File: src/rtl/ps2_rx_fifo.sv
// ps2_rx_fifo
// PS/2 keyboard receiver: synchronises and debounces the keyboard lines,
// deserialises 11-bit frames, validates start/parity/stop, optionally folds
// E0/F0 prefix bytes into extended/release flags, and buffers the resulting
// key events in a small FIFO with a valid/ready consumer interface.
// Pipeline: stop-bit capture (N) -> check/decode (N+1) -> FIFO write (N+2).

module ps2_rx_fifo #(
    parameter int TIMEOUT_CYCLES = 3200,
    parameter int SAMPLE_DELAY   = 10,
    parameter int FIFO_DEPTH     = 8,
    parameter int DECODE_PREFIX  = 1
) (
    input  logic                                 clk32,
    input  logic                                 reset_n,
    input  logic                                 kbd_clk,
    input  logic                                 kbd_dat,
    output logic                                 out_valid,
    input  logic                                 out_ready,
    output logic [7:0]                           out_code,
    output logic                                 out_extended,
    output logic                                 out_release,
    output logic                                 interrupt,
    output logic                                 frame_error,
    output logic                                 overflow,
    output logic [$clog2(FIFO_DEPTH+1)-1:0]      fifo_count
);

    // ------------------------------------------------------------------
    // Derived widths and constants
    // ------------------------------------------------------------------
    localparam int AW = (FIFO_DEPTH > 1) ? $clog2(FIFO_DEPTH) : 1;
    localparam int CW = $clog2(FIFO_DEPTH + 1);
    localparam int DW = (SAMPLE_DELAY > 0) ? $clog2(SAMPLE_DELAY + 1) : 1;
    localparam int TW = $clog2(TIMEOUT_CYCLES + 1);

    localparam logic [DW-1:0] DEB_LOAD   = DW'(SAMPLE_DELAY);
    localparam logic [TW-1:0] TMO_LOAD   = TW'(TIMEOUT_CYCLES);
    localparam logic [CW-1:0] FULL_COUNT = CW'(FIFO_DEPTH);

    localparam logic [7:0] BYTE_EXT = 8'hE0;
    localparam logic [7:0] BYTE_REL = 8'hF0;

    localparam logic [3:0] LAST_BIT = 4'd10;

    // Prefix decoder states
    localparam logic [1:0] ST_IDLE    = 2'd0;
    localparam logic [1:0] ST_EXT     = 2'd1;
    localparam logic [1:0] ST_REL     = 2'd2;
    localparam logic [1:0] ST_EXT_REL = 2'd3;

    // ------------------------------------------------------------------
    // Helpers
    // ------------------------------------------------------------------
    // Odd parity over data byte plus parity bit: XOR of all nine bits is 1.
    function automatic logic odd_parity_ok(input logic [8:0] bits);
        return ^bits;
    endfunction

    // ------------------------------------------------------------------
    // Input synchronisers (idle bus level is 1)
    // ------------------------------------------------------------------
    logic clk_meta_r;
    logic clk_sync_r;
    logic dat_meta_r;
    logic dat_sync_r;

    // Two-flop synchronisers for the asynchronous keyboard lines.
    always_ff @(posedge clk32) begin
        if (!reset_n) begin
            clk_meta_r <= 1'b1;
            clk_sync_r <= 1'b1;
            dat_meta_r <= 1'b1;
            dat_sync_r <= 1'b1;
        end else begin
            clk_meta_r <= kbd_clk;
            clk_sync_r <= clk_meta_r;
            dat_meta_r <= kbd_dat;
            dat_sync_r <= dat_meta_r;
        end
    end

    // ------------------------------------------------------------------
    // Clock filter
    // ------------------------------------------------------------------
    // The debounce counter reloads on the same edge the synchronised clock
    // changes (detected one stage early as meta != sync), so a clean edge is
    // accepted 2 + SAMPLE_DELAY + 1 cycles after it reaches the pin.
    logic [DW-1:0] deb_cnt_r;
    logic          filt_clk_r;
    logic          clk_change_s;
    logic          accept_s;
    logic          fall_s;

    // Decide whether the filtered clock takes a new level this cycle.
    always_comb begin
        clk_change_s = (clk_meta_r != clk_sync_r);
        if (!clk_change_s && (deb_cnt_r == {DW{1'b0}}) && (clk_sync_r != filt_clk_r)) begin
            accept_s = 1'b1;
        end else begin
            accept_s = 1'b0;
        end
        fall_s = accept_s & ~clk_sync_r;
    end

    // Debounce counter and filtered clock level.
    always_ff @(posedge clk32) begin
        if (!reset_n) begin
            deb_cnt_r  <= {DW{1'b0}};
            filt_clk_r <= 1'b1;
        end else if (clk_change_s) begin
            deb_cnt_r  <= DEB_LOAD;
        end else if (deb_cnt_r != {DW{1'b0}}) begin
            deb_cnt_r  <= deb_cnt_r - DW'(1);
        end else if (accept_s) begin
            filt_clk_r <= clk_sync_r;
        end
    end

    // ------------------------------------------------------------------
    // Bit capture and inactivity timeout
    // ------------------------------------------------------------------
    logic [10:0]   shift_r;
    logic [3:0]    bit_cnt_r;
    logic [TW-1:0] tmo_cnt_r;
    logic          done_r;
    logic          tmo_hit_r;

    // Shift in one bit per accepted falling edge; abandon stalled frames.
    always_ff @(posedge clk32) begin
        if (!reset_n) begin
            shift_r   <= 11'd0;
            bit_cnt_r <= 4'd0;
            tmo_cnt_r <= {TW{1'b0}};
            done_r    <= 1'b0;
            tmo_hit_r <= 1'b0;
        end else begin
            done_r    <= 1'b0;
            tmo_hit_r <= 1'b0;
            if (fall_s) begin
                shift_r   <= {dat_sync_r, shift_r[10:1]};
                tmo_cnt_r <= TMO_LOAD;
                if (bit_cnt_r == LAST_BIT) begin
                    bit_cnt_r <= 4'd0;
                    done_r    <= 1'b1;
                end else begin
                    bit_cnt_r <= bit_cnt_r + 4'd1;
                end
            end else if (tmo_cnt_r != {TW{1'b0}}) begin
                tmo_cnt_r <= tmo_cnt_r - TW'(1);
                if ((tmo_cnt_r == TW'(1)) && (bit_cnt_r != 4'd0)) begin
                    bit_cnt_r <= 4'd0;
                    tmo_hit_r <= 1'b1;
                end
            end
        end
    end

    // ------------------------------------------------------------------
    // Frame check and prefix decoder
    // ------------------------------------------------------------------
    logic [1:0] state_r;
    logic [1:0] state_next_s;
    logic       frame_ok_s;
    logic       ext_s;
    logic       rel_s;
    logic [7:0] byte_s;
    logic       push_s;
    logic       err_s;
    logic [9:0] entry_s;

    logic       push_req_r;
    logic [9:0] push_entry_r;
    logic       err_req_r;

    // Validate a completed frame and work out the decoder's next move.
    always_comb begin
        byte_s       = shift_r[8:1];
        frame_ok_s   = ~shift_r[0] & odd_parity_ok(shift_r[9:1]) & shift_r[10];
        ext_s        = (state_r == ST_EXT) || (state_r == ST_EXT_REL);
        rel_s        = (state_r == ST_REL) || (state_r == ST_EXT_REL);
        state_next_s = state_r;
        push_s       = 1'b0;
        err_s        = 1'b0;
        entry_s      = {2'b00, byte_s};
        if (tmo_hit_r) begin
            err_s        = 1'b1;
            state_next_s = ST_IDLE;
        end else if (done_r) begin
            if (!frame_ok_s) begin
                err_s        = 1'b1;
                state_next_s = ST_IDLE;
            end else if ((DECODE_PREFIX != 0) && (byte_s == BYTE_EXT)) begin
                case (state_r)
                    ST_IDLE:    state_next_s = ST_EXT;
                    ST_EXT:     state_next_s = ST_EXT;
                    ST_REL:     state_next_s = ST_EXT_REL;
                    ST_EXT_REL: state_next_s = ST_EXT_REL;
                    default:    state_next_s = ST_IDLE;
                endcase
            end else if ((DECODE_PREFIX != 0) && (byte_s == BYTE_REL)) begin
                case (state_r)
                    ST_IDLE:    state_next_s = ST_REL;
                    ST_EXT:     state_next_s = ST_EXT_REL;
                    ST_REL:     state_next_s = ST_REL;
                    ST_EXT_REL: state_next_s = ST_EXT_REL;
                    default:    state_next_s = ST_IDLE;
                endcase
            end else begin
                push_s       = 1'b1;
                state_next_s = ST_IDLE;
                if (DECODE_PREFIX != 0) begin
                    entry_s = {ext_s, rel_s, byte_s};
                end else begin
                    entry_s = {2'b00, byte_s};
                end
            end
        end else begin
            state_next_s = state_r;
        end
    end

    // Register decoder state and the push/error request for the FIFO stage.
    always_ff @(posedge clk32) begin
        if (!reset_n) begin
            state_r      <= ST_IDLE;
            push_req_r   <= 1'b0;
            push_entry_r <= 10'd0;
            err_req_r    <= 1'b0;
        end else begin
            state_r      <= state_next_s;
            push_req_r   <= push_s;
            push_entry_r <= entry_s;
            err_req_r    <= err_s;
        end
    end

    // ------------------------------------------------------------------
    // Event FIFO
    // ------------------------------------------------------------------
    logic [9:0]    mem_r [FIFO_DEPTH];
    logic [AW-1:0] wr_ptr_r;
    logic [AW-1:0] rd_ptr_r;
    logic [CW-1:0] count_r;
    logic          interrupt_r;
    logic          frame_error_r;
    logic          overflow_r;
    logic          pop_s;
    logic          full_s;
    logic          wr_ok_s;
    logic [9:0]    head_s;

    // A push into a full FIFO still succeeds when the head leaves the same cycle.
    always_comb begin
        pop_s   = (count_r != {CW{1'b0}}) && out_ready;
        full_s  = (count_r == FULL_COUNT);
        wr_ok_s = push_req_r && (!full_s || pop_s);
        head_s  = mem_r[rd_ptr_r];
    end

    // Entry storage; contents are only visible through the valid-gated head.
    always_ff @(posedge clk32) begin
        if (wr_ok_s) begin
            mem_r[wr_ptr_r] <= push_entry_r;
        end
    end

    // Pointers, occupancy and one-cycle event pulses.
    always_ff @(posedge clk32) begin
        if (!reset_n) begin
            wr_ptr_r      <= {AW{1'b0}};
            rd_ptr_r      <= {AW{1'b0}};
            count_r       <= {CW{1'b0}};
            interrupt_r   <= 1'b0;
            frame_error_r <= 1'b0;
            overflow_r    <= 1'b0;
        end else begin
            if (wr_ok_s) begin
                wr_ptr_r <= (wr_ptr_r == AW'(FIFO_DEPTH - 1)) ? {AW{1'b0}} : wr_ptr_r + AW'(1);
            end
            if (pop_s) begin
                rd_ptr_r <= (rd_ptr_r == AW'(FIFO_DEPTH - 1)) ? {AW{1'b0}} : rd_ptr_r + AW'(1);
            end
            case ({wr_ok_s, pop_s})
                2'b10:   count_r <= count_r + CW'(1);
                2'b01:   count_r <= count_r - CW'(1);
                default: count_r <= count_r;
            endcase
            interrupt_r   <= wr_ok_s;
            overflow_r    <= push_req_r & ~wr_ok_s;
            frame_error_r <= err_req_r;
        end
    end

    // ------------------------------------------------------------------
    // Outputs (head fields forced to 0 while the FIFO is empty)
    // ------------------------------------------------------------------
    assign out_valid    = (count_r != {CW{1'b0}});
    assign out_code     = out_valid ? head_s[7:0] : 8'h00;
    assign out_release  = out_valid ? head_s[8]   : 1'b0;
    assign out_extended = out_valid ? head_s[9]   : 1'b0;
    assign interrupt    = interrupt_r;
    assign frame_error  = frame_error_r;
    assign overflow     = overflow_r;
    assign fifo_count   = count_r;

endmodule

File: config.mk
export PLATFORM = sky130hd
export DESIGN_NAME = ps2_rx_fifo
export DESIGN_NICKNAME = d
export VERILOG_FILES = /design/src/rtl/ps2_rx_fifo.sv
export SDC_FILE = /design/constraint.sdc
export NUM_CORES = 1
export LEC_CHECK = 0
export CORE_MARGIN = 3
export CORE_UTILIZATION = 40
export CTS_CLUSTER_DIAMETER = 80
export DETAILED_ROUTE_END_ITERATION = 8
export HOLD_SLACK_MARGIN = 0.1
export SLEW_MARGIN = 10
export SYNTH_ARGS = -nofsm -noshare
export SYNTH_HDL_FRONTEND = slang
export SYNTH_SLANG_ARGS = --single-unit
File: constraint.sdc
create_clock -name clk32 -period 4.95 [get_ports clk32]
set_clock_uncertainty 0.15 [all_clocks]
set_input_delay 0.99 -clock clk32 [delete_from_list [all_inputs] [get_ports clk32]]
set_output_delay 0.99 -clock clk32 [all_outputs]
set_load 0.02 [all_outputs]
== Word level (Yosys, flattened, before mapping) ==
Memory sizes are Yosys's and may differ from the RTL's. A register that Yosys moved wholly into a read port is not among the register bits.
Cells that the tools add are included.
Operators by class
  muxes and demuxes: 34
  equal/unequal tests: 14
  reduce and logical (&&, ||, !) cells: 34
  bitwise gates (word level): 13
  add/sub/neg operators: 7
Operators by type and width (count)
  8-bit 2-to-1 mux: 5
  12-bit 2-to-1 mux: 2
  4-bit 2-to-1 mux: 6
  8-bit == test, second input constant: 2
  2-bit OR reduction: 7
  12-bit by 1-bit == test with 1-bit output, second input constant: 1
  3-bit 2-to-1 mux: 4
  12-bit nonzero test: 1
  4-bit nonzero test: 3
  12-bit by 1-bit subtractor with 12-bit output, second input constant: 1
  1-bit 2-to-1 mux: 11
  1-bit inverter: 9
  9-bit parity: 1
  4-bit by 1-bit adder with 4-bit output, second input constant: 2
  4-bit == test, second input constant: 2
  2-bit one-hot mux with 2 select lines: 2
  4-bit one-hot mux with 2 select lines: 1
  2-bit nonzero test: 4
  4-bit by 1-bit subtractor with 4-bit output, second input constant: 2
  3-bit by 1-bit adder with 3-bit output, second input constant: 2
  2-bit == test, second input constant: 3
  3-bit == test, second input constant: 2
  2-bit 2-to-1 mux: 3
  6-bit OR reduction: 1
  12 further kinds: 25
Word-level totals
  input port bits: 5
  flip-flop bits (word level): 65
  output and inout bits: 18
  memories: 1
  bits in writable memories: 80
Memories
  mem_r: depth 8, width 10, rd ports 1, clocked after memory_dff 1, write ports 1, line 241  | logic [9:0] mem_r [FIFO_DEPTH];

== Logic depth before layout (Yosys ltp) ==
  depth after elaboration: 8
  depth in mapped cells: 7

== Least setup slack after synthesis ==
No wires, ideal clock.
  path type: input -> register
  start point: input port out_ready
  end point: memory mem_r[0][0], enable pin
  path buffers: 0
  library setup time: 0.404 ns
  data required time: 4.396 ns
  setup slack: 2.063 ns
  arrival: 2.333 ns
  stages on the path: 3
  path through: nand2b_1 -> o21ai_1 -> nor4_1
Between the ends
  word-level cells in the longest chain between the ends: 5
Ends and longest elaborated chain
  from (decl): line 19  | input logic out_ready,
  1-bit logical AND: line 255  | pop_s = (count_r != {CW{1'b0}}) && out_ready;
  1-bit logical OR: line 257  | wr_ok_s = push_req_r && (!full_s || pop_s);
  1-bit logical AND: line 257
  1-bit 2-to-1 mux: line 263  | if (wr_ok_s) begin
  1-bit 2-to-1 mux (implied by the code): line 264  | mem_r[wr_ptr_r] <= push_entry_r;
  to (decl): line 241
No other way between the ends.

== Final worst setup path ==
  start point: register count_r[0] (netlist: fifo_count[0])
  end point: output port out_code[0]
Between the ends
  word-level cells in the longest chain between the ends: 2
Ends and longest elaborated chain
  from (decl): line 244  | logic [CW-1:0] count_r;
  from (signal assigned): line 273  | count_r <= {CW{1'b0}};
  from (signal assigned): line 285  | 2'b10: count_r <= count_r + CW'(1);
  from (signal assigned): line 286  | 2'b01: count_r <= count_r - CW'(1);
  4-bit nonzero test: line 298  | assign out_valid = (count_r != {CW{1'b0}});
  8-bit 2-to-1 mux: line 299  | assign out_code = out_valid ? head_s[7:0] : 8'h00;
  to (decl): line 20  | output logic [7:0] out_code,
No other way between the ends.

==> impl_metrics.env <==
export IMPL_drv_max_cap_violation_count=0
export IMPL_synth_adder_area_share_pct=3.826
export IMPL_cp_data_arrival_time_ns=2.81
export IMPL_worstSkewPairLatency_ns=0.41
export IMPL_remaining_drc_errors=0
export IMPL_synth_mux_area_fraction_pct=10.96
export IMPL_wl_per_cell_um=16.03
export IMPL_synth_flop_cell="sky130_fd_sc_hd__edfxtp_1"
export IMPL_num_antenna_cells=0
export IMPL_grt_first_pass_wirelength_um=18420
export IMPL_synth_enable_flop_cells=80
export IMPL_bufs_on_longest_clock_path=2
export IMPL_largest_family_of_logic_cells_by_synthesized_area="simple AND/OR/NAND/NOR gates"
export IMPL_numCtsBuffers=17
export IMPL_clk_transition_reported_paths_ns=0.06
export IMPL_critical_path_cell_chain="or3_1 -> nor2_1 -> nor2_1 -> clkdlybuf4s50_1"
export IMPL_postPlaceCellArea_sq_um=6541
export IMPL_synthToLayoutAreaGrowth_pct=17.50
export IMPL_cts_tree="done"
export IMPL_rsz0062_at_grt="no"
export IMPL_clock_period_minus_worst_slack_ns=3.946
export IMPL_first_iter_violations=146
export IMPL_crit_path_start_kind="flip-flop"
export IMPL_final_instance_count_excl_fill=687
export IMPL_critPathMostFrequentCell="sky130_fd_sc_hd__nor2_1"
export IMPL_io_pin_count=23
export IMPL_required_ns=3.81
export IMPL_synthXorXnorAreaFrac_pct=1.810
export IMPL_final_max_slew_violation_count=0
export IMPL_cp_top_family="simple AND/OR/NAND/NOR gates"
export IMPL_worst_pin_slew_ns=1.056
export IMPL_initial_antenna_violation_count=0
export IMPL_synth_yosys_seq_area_share_pct=61.87
export IMPL_fin_setup_tns_ns=0
export IMPL_leakagePower_nw=2.507
export IMPL_synth_yosys_warnings=0
export IMPL_ant_nets=0
export IMPL_avgSynthCellArea_sq_um=13.34
export IMPL_die_area_sq_um=16720
export IMPL_portBuffers=22
export IMPL_post_cts_resized_instances=0
export IMPL_hold_buffers=0
export IMPL_finalHoldViolCount=0
export IMPL_grt_max_degree=41
export IMPL_critical_path_max_stage_delay_ns=0.80
export IMPL_post_drt_via_cell_ratio=5.192
export IMPL_place_detailed_instances=655
export IMPL_finalSetupViolCount=0
export IMPL_htreeDepth=4
export IMPL_yosys_area_top_type="sky130_fd_sc_hd__edfxtp_1"
export IMPL_timing_fmax_mhz=253.4
export IMPL_synth_distinct_cells=55
export IMPL_floorplan_initialDensity_pct=41.39
export IMPL_max_slew_margin_pct=29.32
export IMPL_fillCellCount=1288
export IMPL_rows=44
export IMPL_timing_reg2reg_worst_path_depth=7
export IMPL_firstDrtPassIters=6
export IMPL_clock_sink_count=148
export IMPL_cts_root_buffer="sky130_fd_sc_hd__clkbuf_16"
export IMPL_setup_worst_path_class="reg2out"
export IMPL_cell_with_the_largest_stage_delay_on_the_worst_path="sky130_fd_sc_hd__nor2_1"
export IMPL_globalRouteTotalUtil_pct=14.50
export IMPL_mappedNetlistArea_sq_um=6083
export IMPL_core_sq_um=14700
export IMPL_timing_critical_path_to_type="primary output"
export IMPL_asyncSetResetFlopFracSynth_pct=0
export IMPL_fin_crit_sh_pct=79.71
export IMPL_syn_num_nets=479
export IMPL_power_per_cell_area_nw_per_um2=427.0
export IMPL_fp_dieW_um=129.3
export IMPL_cts_setup_buffers=0
export IMPL_max_vdd_ir_drop_uv=267.2
export IMPL_chipHeight_um=129.3
export IMPL_critical_path_cell_count=4
export IMPL_cp_max_fo=11
export IMPL_synth_seq_cells=148
export IMPL_final_instance_area_sq_um=7148
export IMPL_num_vias=3567
export IMPL_path_buf_inv=1
export IMPL_place_gp_congestion=0.7908
export IMPL_drt_wl_total_um=11010
export IMPL_synth_cells=456
export IMPL_outcome="completed"
export IMPL_layout_drive_gt1_share_pct=14.31
export IMPL_worst_hold_path_type="reg2reg"
export IMPL_overflow=0
export IMPL_synth_compound_gate_area_share_pct=6.767
export IMPL_synth_top_area_share_pct=39.49
export IMPL_hold_path_cell_count=1
export IMPL_dp_hpwl_um=7262
export IMPL_finish_net_count=513
export IMPL_synth_simple_area_share_pct=12.30
export IMPL_synth_area_top_cells="sky130_fd_sc_hd__edfxtp_1, sky130_fd_sc_hd__dfxtp_1, sky130_fd_sc_hd__mux4_2"
export IMPL_grt_pass1_vias=3624
## kinds of logic (layout without fill, tap and decap cells)
| family | Yosys count | after routing |
|---|---|---|
| AO/OA/AOI/OAI | 59 | 59 |
| XOR/XNOR | 11 | 11 |
| adder cells (fa/ha/maj) | 18 | 18 |
| buffers and inverters | 37 | 84 |
| flip-flops | 148 | 148 |
| multiplexers | 41 | 41 |
| AND/OR/NAND/NOR | 142 | 142 |
## synthesized netlist by cell type (all sizes together) (3+ instances only)
master and number:
edfxtp 80, dfxtp 68, nor2 30, nand2 28
inv 21, mux4 20, nor3 18, ha 17
mux2i 16, a21boi 13, nand2b 12, o21ai 11
clkbuf 10, a21oi 9, and2 9, or3 8
xnor2 7, buf 6, nand3 6, o211ai 6
and3 5, mux2 5, nor2b 5, nor4 4
a211oi 3, a21o 3, a31oi 3, nand3b 3
nor3b 3, xor2 3
## layout by cell type, fill, tap and decap left out, types with 6 or more instances in the layout
cell                              synthesis  routed
sky130_fd_sc_hd__a21boi_0                12      12
sky130_fd_sc_hd__a21oi_1                  9       9
sky130_fd_sc_hd__and2_1                   9       9
sky130_fd_sc_hd__buf_4                    0       9
sky130_fd_sc_hd__clkbuf_16                0      17
sky130_fd_sc_hd__clkdlybuf4s50_1          0      22
sky130_fd_sc_hd__clkinvlp_4               0       7
sky130_fd_sc_hd__dfxtp_1                 68      68
sky130_fd_sc_hd__edfxtp_1                80      80
sky130_fd_sc_hd__ha_1                    17      17
sky130_fd_sc_hd__inv_1                   21      21
sky130_fd_sc_hd__mux2i_1                 16      16
sky130_fd_sc_hd__mux4_2                  20      20
sky130_fd_sc_hd__nand2_1                 28      28
sky130_fd_sc_hd__nand2b_1                12      12
sky130_fd_sc_hd__nand3_1                  6       6
sky130_fd_sc_hd__nor2_1                  30      30
sky130_fd_sc_hd__nor3_1                  18      17
sky130_fd_sc_hd__o211ai_1                 6       6
sky130_fd_sc_hd__o21ai_0                 10      10
sky130_fd_sc_hd__or3_1                    8       8
sky130_fd_sc_hd__xnor2_1                  7       7
## stage by stage
stage          utilization [%]  setup WS, ns  hold WS (ns)  power (W)
2_1_floorplan                -         2.063        0.2363   0.001710
3_3_place_gp             44.50         1.394        0.2505   0.001774
3_5_place_dp             44.50         1.368        0.2522   0.001789
4_1_cts                  48.63        0.9080        0.2752   0.003087
5_1_grt                  48.63        0.8118        0.2864   0.003203
6_report                 48.63         1.004        0.2724   0.003052
## layout make-up
class	count	area [sq um]	share of cell area, %
timing repair buffer	31	287.8	4.026
sequential	148	3764	52.65
multi-input combinational	271	2181	30.51
clock inverter	15	181.4	2.538
inverter	21	78.83	1.103
tap	184	230.2	3.221
clock buffer	17	425.4	5.951
## power breakdown
part / internal (W) / total (W) / switching (W)
Combinational: 0.000163 / 0.000363 / 0.000200
Sequential: 0.00133 / 0.00140 / 0.0000662
Clock: 0.000794 / 0.00129 / 0.000497
## worst register-to-register path, delay by kind of cell, from the launching register on
family / cells / cell delay, ns
flip-flops: 1 / 0.38
AO/OA/AOI/OAI: 5 / 1.74
AND/OR/NAND/NOR: 1 / 0.20
adder cells (fa/ha/maj): 1 / 0.32
## per-layer routing
| metal | routed length (um) | vias to the layer above | global-route usage (%) |
|---|---|---|---|
| li1 | - | 1758 | - |
| met1 | 5069 | 1767 | 18.01 |
| met2 | 5588 | 33 | 24.42 |
| met3 | 247 | 9 | 3.957 |
| met4 | 106 | 0 | 5.188 |
| met5 | 0 | - | 0 |
## state kept, by name (all words and copies together), names as in the netlist, 2 cells and up, named ones only
name,flops
mem_r,80
wr_ptr_r,3
fifo_count,4
state_r,2
push_entry_r,10
tmo_cnt_r,12
rd_ptr_r,3
bit_cnt_r,4
deb_cnt_r,4
shift_r,11
## path summary, 6_finish.rpt
check | startpoint | end | slack, ns
setup / recovery | fifo_count[0] | out_code[0] | 1.00
hold / removal | dat_meta_r | dat_sync_r | 0.27
setup reg to reg | fifo_count[0] | fifo_count[3] | 2.04
hold reg to reg | dat_meta_r | dat_sync_r | 0.27
Note: power is estimated with default switching activity, not from simulation.
